## src/rtl/rgb_pwm_fader_if.sv

```systemverilog
// ---------------------------------------------------------------------------
// rgb_pwm_fader_if
// Colour-command handshake between the blink-pattern decoder (master) and
// the RGB PWM fader (slave).
//   COLOR_IN   [2:0]      colour code, [2]=R [1]=G [0]=B       master -> slave
//   COLOR_VLD             command valid                         master -> slave
//   LEVEL_MAX  [PWM_W-1:0] on-brightness for this command       master -> slave
//   COLOR_RDY             slave idle, command accepted when set slave -> master
// ---------------------------------------------------------------------------
interface rgb_pwm_fader_if #(
    parameter int PWM_W = 8
);
    logic [2:0]       COLOR_IN;
    logic             COLOR_VLD;
    logic [PWM_W-1:0] LEVEL_MAX;
    logic             COLOR_RDY;

    modport master (
        output COLOR_IN,
        output COLOR_VLD,
        output LEVEL_MAX,
        input  COLOR_RDY
    );

    modport slave (
        input  COLOR_IN,
        input  COLOR_VLD,
        input  LEVEL_MAX,
        output COLOR_RDY
    );
endinterface

```

## src/rtl/rgb_pwm_fader.sv

```systemverilog
// ---------------------------------------------------------------------------
// rgb_pwm_fader
// Drives the board RGB LED with PWM and fades each channel linearly from its
// current brightness to the target given by the last accepted colour command.
//
// Parameters
//   PWM_W          brightness / PWM counter width; PWM period = 2^PWM_W-1
//   FADE_STEP_CYC  clock cycles per 1-LSB brightness step while fading (>= 1)
//
// Ports
//   CLK        in   system clock
//   ff2_RST    in   asynchronous active-high reset (synchronised upstream)
//   color_if   slave modport: COLOR_IN, COLOR_VLD, LEVEL_MAX in; COLOR_RDY out
//   BUSY       out  fade in progress (inverse of COLOR_RDY)
//   LED_PWM    out  registered PWM pin drive, [2]=R [1]=G [0]=B
//
// Build option
//   RGB_PWM_GAMMA_EN  when defined, duty = level^2 >> PWM_W (full scale kept
//                     full on), registered, giving 2 cycles level-to-pin.
//                     Otherwise duty = level, 1 cycle level-to-pin.
// ---------------------------------------------------------------------------
module rgb_pwm_fader #(
    parameter int PWM_W         = 8,
    parameter int FADE_STEP_CYC = 65536
) (
    input  logic             CLK,
    input  logic             ff2_RST,
    rgb_pwm_fader_if.slave   color_if,
    output logic             BUSY,
    output logic [2:0]       LED_PWM
);

    localparam int STEP_W = (FADE_STEP_CYC > 1) ? $clog2(FADE_STEP_CYC) : 1;
    localparam logic [STEP_W-1:0] STEP_LAST = STEP_W'(FADE_STEP_CYC - 1);
    localparam logic [PWM_W-1:0]  PWM_TOP   = '1;
    // Counter stops one short of all-ones so that a duty of all-ones is
    // strictly greater than every count value (pin constantly high).
    localparam logic [PWM_W-1:0]  CNT_LAST  = {{(PWM_W-1){1'b1}}, 1'b0};

    typedef enum logic {
        IDLE = 1'b0,
        FADE = 1'b1
    } state_t;

    state_t            state_q, state_d;
    logic [STEP_W-1:0] step_cnt_q, step_cnt_d;
    logic [PWM_W-1:0]  pwm_cnt_q, pwm_cnt_d;
    logic              load;
    logic              step_en;
    logic [2:0]        chan_match;

    // ---------------- control FSM ----------------
    always_ff @(posedge CLK or posedge ff2_RST) begin
        if (ff2_RST) begin
            state_q    <= IDLE;
            step_cnt_q <= '0;
            pwm_cnt_q  <= '0;
        end else begin
            state_q    <= state_d;
            step_cnt_q <= step_cnt_d;
            pwm_cnt_q  <= pwm_cnt_d;
        end
    end

    always_comb begin
        state_d    = state_q;
        step_cnt_d = step_cnt_q;
        load       = 1'b0;
        step_en    = 1'b0;
        case (state_q)
            IDLE: begin
                if (color_if.COLOR_VLD) begin
                    load       = 1'b1;
                    state_d    = FADE;
                    step_cnt_d = '0;
                end
            end
            FADE: begin
                // Completion is evaluated on current levels, so a command
                // matching the present levels leaves FADE after one cycle.
                if (&chan_match) begin
                    state_d = IDLE;
                end else if (step_cnt_q == STEP_LAST) begin
                    step_en    = 1'b1;
                    step_cnt_d = '0;
                end else begin
                    step_cnt_d = step_cnt_q + 1'b1;
                end
            end
            default: state_d = IDLE;
        endcase
    end

    assign pwm_cnt_d = (pwm_cnt_q == CNT_LAST) ? '0 : pwm_cnt_q + 1'b1;

    assign color_if.COLOR_RDY = (state_q == IDLE);
    assign BUSY               = (state_q == FADE);

    // ---------------- per-channel datapath ----------------
    genvar gi;
    generate
        for (gi = 0; gi < 3; gi++) begin : g_chan
            logic [PWM_W-1:0] level_q, level_d;
            logic [PWM_W-1:0] target_q, target_d;
            logic [PWM_W-1:0] duty;
            logic             pin_q;

            always_comb begin
                target_d = target_q;
                level_d  = level_q;
                if (load) begin
                    target_d = color_if.COLOR_IN[gi] ? color_if.LEVEL_MAX : '0;
                end
                // Single-LSB move toward target: cannot overshoot or wrap.
                if (step_en) begin
                    if (level_q < target_q) begin
                        level_d = level_q + 1'b1;
                    end else if (level_q > target_q) begin
                        level_d = level_q - 1'b1;
                    end
                end
            end

            always_ff @(posedge CLK or posedge ff2_RST) begin
                if (ff2_RST) begin
                    level_q  <= '0;
                    target_q <= '0;
                end else begin
                    level_q  <= level_d;
                    target_q <= target_d;
                end
            end

            assign chan_match[gi] = (level_q == target_q);

`ifdef RGB_PWM_GAMMA_EN
            logic [2*PWM_W-1:0] level_sq;
            logic [PWM_W-1:0]   duty_q;

            assign level_sq = {{PWM_W{1'b0}}, level_q} * {{PWM_W{1'b0}}, level_q};

            // Plain squaring would cap below full scale; force full on.
            always_ff @(posedge CLK or posedge ff2_RST) begin
                if (ff2_RST) begin
                    duty_q <= '0;
                end else begin
                    duty_q <= (level_q == PWM_TOP) ? PWM_TOP : level_sq[2*PWM_W-1:PWM_W];
                end
            end

            assign duty = duty_q;
`else
            assign duty = level_q;
`endif

            always_ff @(posedge CLK or posedge ff2_RST) begin
                if (ff2_RST) begin
                    pin_q <= 1'b0;
                end else begin
                    pin_q <= (duty > pwm_cnt_q);
                end
            end

            assign LED_PWM[gi] = pin_q;
        end
    endgenerate

endmodule

```

## src/flat_wrapper.sv

```systemverilog
// flat-port wrapper written by rule: the top's interface ports become plain ports
module rgb_pwm_fader_flat 
#(
    parameter int PWM_W         = 8,
    parameter int FADE_STEP_CYC = 65536
)
  (CLK, ff2_RST, BUSY, LED_PWM, color_if_COLOR_IN, color_if_COLOR_VLD, color_if_LEVEL_MAX, color_if_COLOR_RDY);
  rgb_pwm_fader_if #(.PWM_W(PWM_W)) color_if_i ();
  input  logic CLK;
  input  logic ff2_RST;
  output logic BUSY;
  output logic [2:0] LED_PWM;
  input wire logic [$bits(color_if_i.COLOR_IN)-1:0] color_if_COLOR_IN;
  input wire logic [$bits(color_if_i.COLOR_VLD)-1:0] color_if_COLOR_VLD;
  input wire logic [$bits(color_if_i.LEVEL_MAX)-1:0] color_if_LEVEL_MAX;
  output wire logic [$bits(color_if_i.COLOR_RDY)-1:0] color_if_COLOR_RDY;
  assign color_if_i.COLOR_IN = color_if_COLOR_IN;
  assign color_if_i.COLOR_VLD = color_if_COLOR_VLD;
  assign color_if_i.LEVEL_MAX = color_if_LEVEL_MAX;
  assign color_if_COLOR_RDY = color_if_i.COLOR_RDY;
  rgb_pwm_fader #(.PWM_W(PWM_W), .FADE_STEP_CYC(FADE_STEP_CYC)) u_core (.CLK(CLK), .ff2_RST(ff2_RST), .color_if(color_if_i), .BUSY(BUSY), .LED_PWM(LED_PWM));
endmodule
```

## config.mk

```make
export PLATFORM = sky130hd
export DESIGN_NAME = rgb_pwm_fader_flat
export DESIGN_NICKNAME = d
export VERILOG_FILES = /design/src/rtl/rgb_pwm_fader_if.sv /design/src/rtl/rgb_pwm_fader.sv /design/src/flat_wrapper.sv
export SDC_FILE = /design/constraint.sdc
export NUM_CORES = 1
export LEC_CHECK = 0
export BUFFER_PORTS_ARGS = -buffer_cell sky130_fd_sc_hd__buf_2
export CORE_MARGIN = 2
export CORE_UTILIZATION = 63
export CTS_BUF_LIST = sky130_fd_sc_hd__clkbuf_4 sky130_fd_sc_hd__clkbuf_8 sky130_fd_sc_hd__clkbuf_16
export CTS_CLUSTER_SIZE = 20
export DETAILED_ROUTE_END_ITERATION = 12
export GPL_ROUTABILITY_DRIVEN = 0
export PLACE_DENSITY_LB_ADDON = 0.1
export REMOVE_ABC_BUFFERS = 1
export SLEW_MARGIN = 20
export SYNTH_ARGS = -nofsm -noshare
export SYNTH_HDL_FRONTEND = slang
export SYNTH_SLANG_ARGS = --single-unit
```

## constraint.sdc

```tcl
create_clock -name CLK -period 4.2 [get_ports CLK]
set_input_delay 0.42 -clock CLK [delete_from_list [all_inputs] [get_ports CLK]]
set_output_delay 0.42 -clock CLK [all_outputs]
set_load 0.1 [all_outputs]
```

==> results.yml <==
run_status:
  outcome: "completed"
layout:
  multi_input_area_um2: 2910
  drive_gt1_share_pct: 11.72
  antennaDiodeCount: 0
  nets: 627
  register_area_um2: 1902
  syn_to_final_growth_pct: 8.138
  final_cell_area_um2: 5487
  n_fill_cell: 591
floorplanning:
  die_x_um: 93.74
  core_um2: 7767
  start_util_pct: 65.32
  ios: 19
  rows: 32
  dieHeight_um: 93.74
  die_area_um2: 8787
setup_path:
  r2r_slack_ps: 920
  start_kind: "flop"
  crit_path_max_incr_delay_ps: 450
  critical_path_class: "reg2reg"
  r2r_cells: 13
  endpoint_kind: "flop"
  worstPathCellList: "ha_1 -> nor2b_1 -> o211ai_1 -> a21oi_1 -> nor2_1 -> inv_1 -> ha_1 -> a21oi_1 -> o211ai_1 -> o41ai_1 -> o211a_1 -> o21ai_0 -> xnor2_1"
  r2r_end: "u_core.g_chan[0].duty[7]$_DFFE_PP0P_"
  endpoint: "u_core.g_chan[0].duty[7]$_DFFE_PP0P_"
  rr_startpoint: "u_core.g_chan[0].duty[1]$_DFFE_PP0P_"
  crit_fanout: 7
  cp.arrival_ps: 3520
  cpMaxStageDelayCell: "dfrtp_1"
  crit_start: "u_core.g_chan[0].duty[1]$_DFFE_PP0P_"
  required_ps: 4440
pwr:
  internal_power_mw: 1.229
  p_switching_mw: 0.3362
  p_per_area_nw_per_um2: 285.2
  comb_power_share_pct: 4.5
  swShare_pct: 21.48
  vdd_ir_drop_max_mv: 0.1747
  p_leak_nw: 2.802
  pwr-share-seq_pct: 48.1
  pwr-share-clk_pct: 47.4
clock_tree:
  htreeDepth: 3
  hold_buffers: 0
  cts_tree: "done"
  cts-root-buf: "clkbuf_8"
  postCtsSetupBuffers: 0
  cts_resized: 0
  numClockSinks: 76
  clockBufferDepth: 2
  cts_buffers: 9
  clock_latency_ps: 360
  clkTransAtPathRegs_ps: 80
synthesis:
  synth_cell_type_count: 44
  syn-cell-area_um2: 5074
  avgSynthCellArea_um2: 9.627
  synth-async-reset-ratio_pct: 100.0
  ys_seq_area_share_pct: 37.48
  synth-seq-cells: 76
  synthFlopType: "dfrtp_1"
  synth_edf_count: 0
  yosysWarnings: 0
  synthesis.instances: 527
detailed_routing:
  drc_errors: 0
  vias_per_cell: 5.957
  drtAntennaViolNets: 0
  routed_wl_mm: 10.73
  drtIter0Drc: 163
  routedWlPerCell_um: 16.56
  dr.pass1.iters: 5
  vias: 3860
timing:
  final_max_slew_viol_count: 0
  fin_skew_ps: 13.24
  worstMarginPinSlew_ps: 811.5
  max_slew_margin_pct: 45.70
  rsz0062_at_grt: "false"
  period_minus_slack_ps: 3280
  fmax_mhz: 304.8
  hold_viol: 0
  setup-tns-final_ps: 0
  finalSetupViolations: 0
  fin_crit_sh_pct: 78.11
global_route:
  antenna_found_initial: 0
  grt_overflow: 0
  grt_max_degree: 48
  grt_pass1_vias: 3848
  grt_usage_pct: 26.47
  grt_pass1_wl_mm: 18.14
min_path:
  hold_class: "in2async"
placed_design:
  dp_hpwl_mm: 7.748
  portBuffers: 18
  placed_cell_area_um2: 5218
run:
  max-cap-violations: 0
[cells by family after synthesis]
family / count (synthesis) / synth area share (%)
xor gates and xnor gates: 27 / 4.661
muxes: 19 / 4.636
buffers and inverters: 63 / 5.203
adders and majority gates: 72 / 18.20
and+or+nand+nor: 147 / 14.97
DFF: 76 / 37.48
AOI/OAI and AO/OA: 123 / 14.85
[state kept, by name, indices dropped and copies added (netlist names)]
name and cells:
u_core.BUSY 1, u_core.step_cnt_q 16, u_core.g_chan.target_q 24, u_core.pwm_cnt_q 8
u_core.g_chan.pin_q 3, u_core.g_chan.duty 24
[critical path: cells and delay by family (launching register included)]
| family | cells | cell delay (ps) |
|---|---|---|
| AOI/OAI and AO/OA | 7 | 1330 |
| xor gates and xnor gates | 1 | 180 |
| adders and majority gates | 2 | 650 |
| buffers and inverters | 1 | 200 |
| DFF | 1 | 450 |
| and+or+nand+nor | 2 | 360 |
[cell type report]
class                   count  share of cell area, %
clock buffers              13                  3.261
clock inverters             3                  1.642
inverters                  46                  3.147
multi-input cells         388                  53.04
flip-flops and latches     76                  34.66
well taps                 102                  2.326
repair buffers             20                  1.916
[power groups by stage]
stage / Sequential, mW / Clock (mW) / Combinational (mW)
finish: 0.753 / 0.742 / 0.0706
global route: 0.755 / 0.775 / 0.0807
CTS: 0.753 / 0.749 / 0.0715
detailed placement: 0.767 / 0 / 0.0703
global placement: 0.767 / 0 / 0.0673
floorplan: 0.765 / 0 / 0.0424
[layout by cell type, fill, tap and decap left out, drive strengths merged, types with 2 or more instances in the layout]
cell type | Yosys | final
nor2b | 8 | 8
o21bai | 3 | 3
mux2 | 18 | 18
o21a | 4 | 4
xnor2 | 24 | 24
nand2 | 27 | 27
clkbuf | 9 | 13
or3 | 8 | 8
a21o | 14 | 14
o21ai | 46 | 46
and3 | 4 | 4
inv | 46 | 46
a21oi | 40 | 40
ha | 69 | 69
o41a | 2 | 2
dfrtp | 76 | 76
or2 | 3 | 3
nor3 | 10 | 10
nor2 | 23 | 23
bufinv | 0 | 3
nand2b | 3 | 3
o211ai | 8 | 8
fa | 3 | 3
buf | 8 | 20
o41ai | 2 | 2
nand4 | 15 | 15
nand3 | 42 | 42
xor2 | 3 | 3
[worst min-delay path by stage]
stage / endpoint / slack (ps) / from
finish: u_core.step_cnt_q[3]$_DFFE_PP0P_ / 190 / ff2_RST
global route: u_core.step_cnt_q[3]$_DFFE_PP0P_ / 270 / ff2_RST
CTS: u_core.step_cnt_q[0]$_DFFE_PP0P_ / 220 / ff2_RST
detailed placement: u_core.g_chan[0].target_q[0]$_DFFE_PP0P_ / 480 / u_core.g_chan[0].target_q[0]$_DFFE_PP0P_
global placement: u_core.g_chan[0].target_q[0]$_DFFE_PP0P_ / 480 / u_core.g_chan[0].target_q[0]$_DFFE_PP0P_
floorplan: u_core.g_chan[0].target_q[0]$_DFFE_PP0P_ / 440 / u_core.g_chan[0].target_q[0]$_DFFE_PP0P_
[cells in the mapped netlist, types with 3 or more instances]
cell	count	share of area, %
fa_1	3	1.2
xnor2_1	24	4.1
ha_1	69	17
mux2_2	10	2.2
o21ai_0	43	4.2
nand3_1	42	4.1
or3_1	8	0.99
o21a_1	4	0.59
or2_2	3	0.37
buf_4	7	1.0
nand2b_1	3	0.37
a21oi_1	40	3.9
o21bai_1	3	0.44
inv_1	46	3.4
nor3_1	10	0.99
a21o_1	14	2.1
clkbuf_1	9	0.67
o211ai_1	8	1.2
mux2_4	6	1.8
dfrtp_1	76	37
nand4_1	15	1.8
nand2_1	25	1.8
and3_1	4	0.49
nor2b_1	7	0.86
nor2_1	23	1.7
xor2_1	3	0.52
[layer usage]
metal	vias to the layer above	GRT usage (%)	share of wire [%]	wire (um)
li1	1892	-	-	-
met1	1887	34.26	45	4875
met2	65	45.12	49	5292
met3	16	4.735	3.6	390
met4	0	8.333	1.6	171
met5	-	0	0	0
[stage by stage]
stage | hold slack [ps] | instances | power, mW | setup WS (ps) | util (%)
finish | 191.6 | 648 | 1.565 | 919.5 | 70.63
global route | 269.9 | 648 | 1.610 | 693.9 | 70.63
CTS | 217.0 | 648 | 1.573 | 961.6 | 70.63
detailed placement | 476.9 | 632 | 0.8372 | 993.5 | 67.17
global placement | 476.3 | 632 | 0.8340 | 1125 | 67.17
floorplan | 442.8 | 510 | 0.8079 | 1284 | -
(Power assumes the default switching activity.)
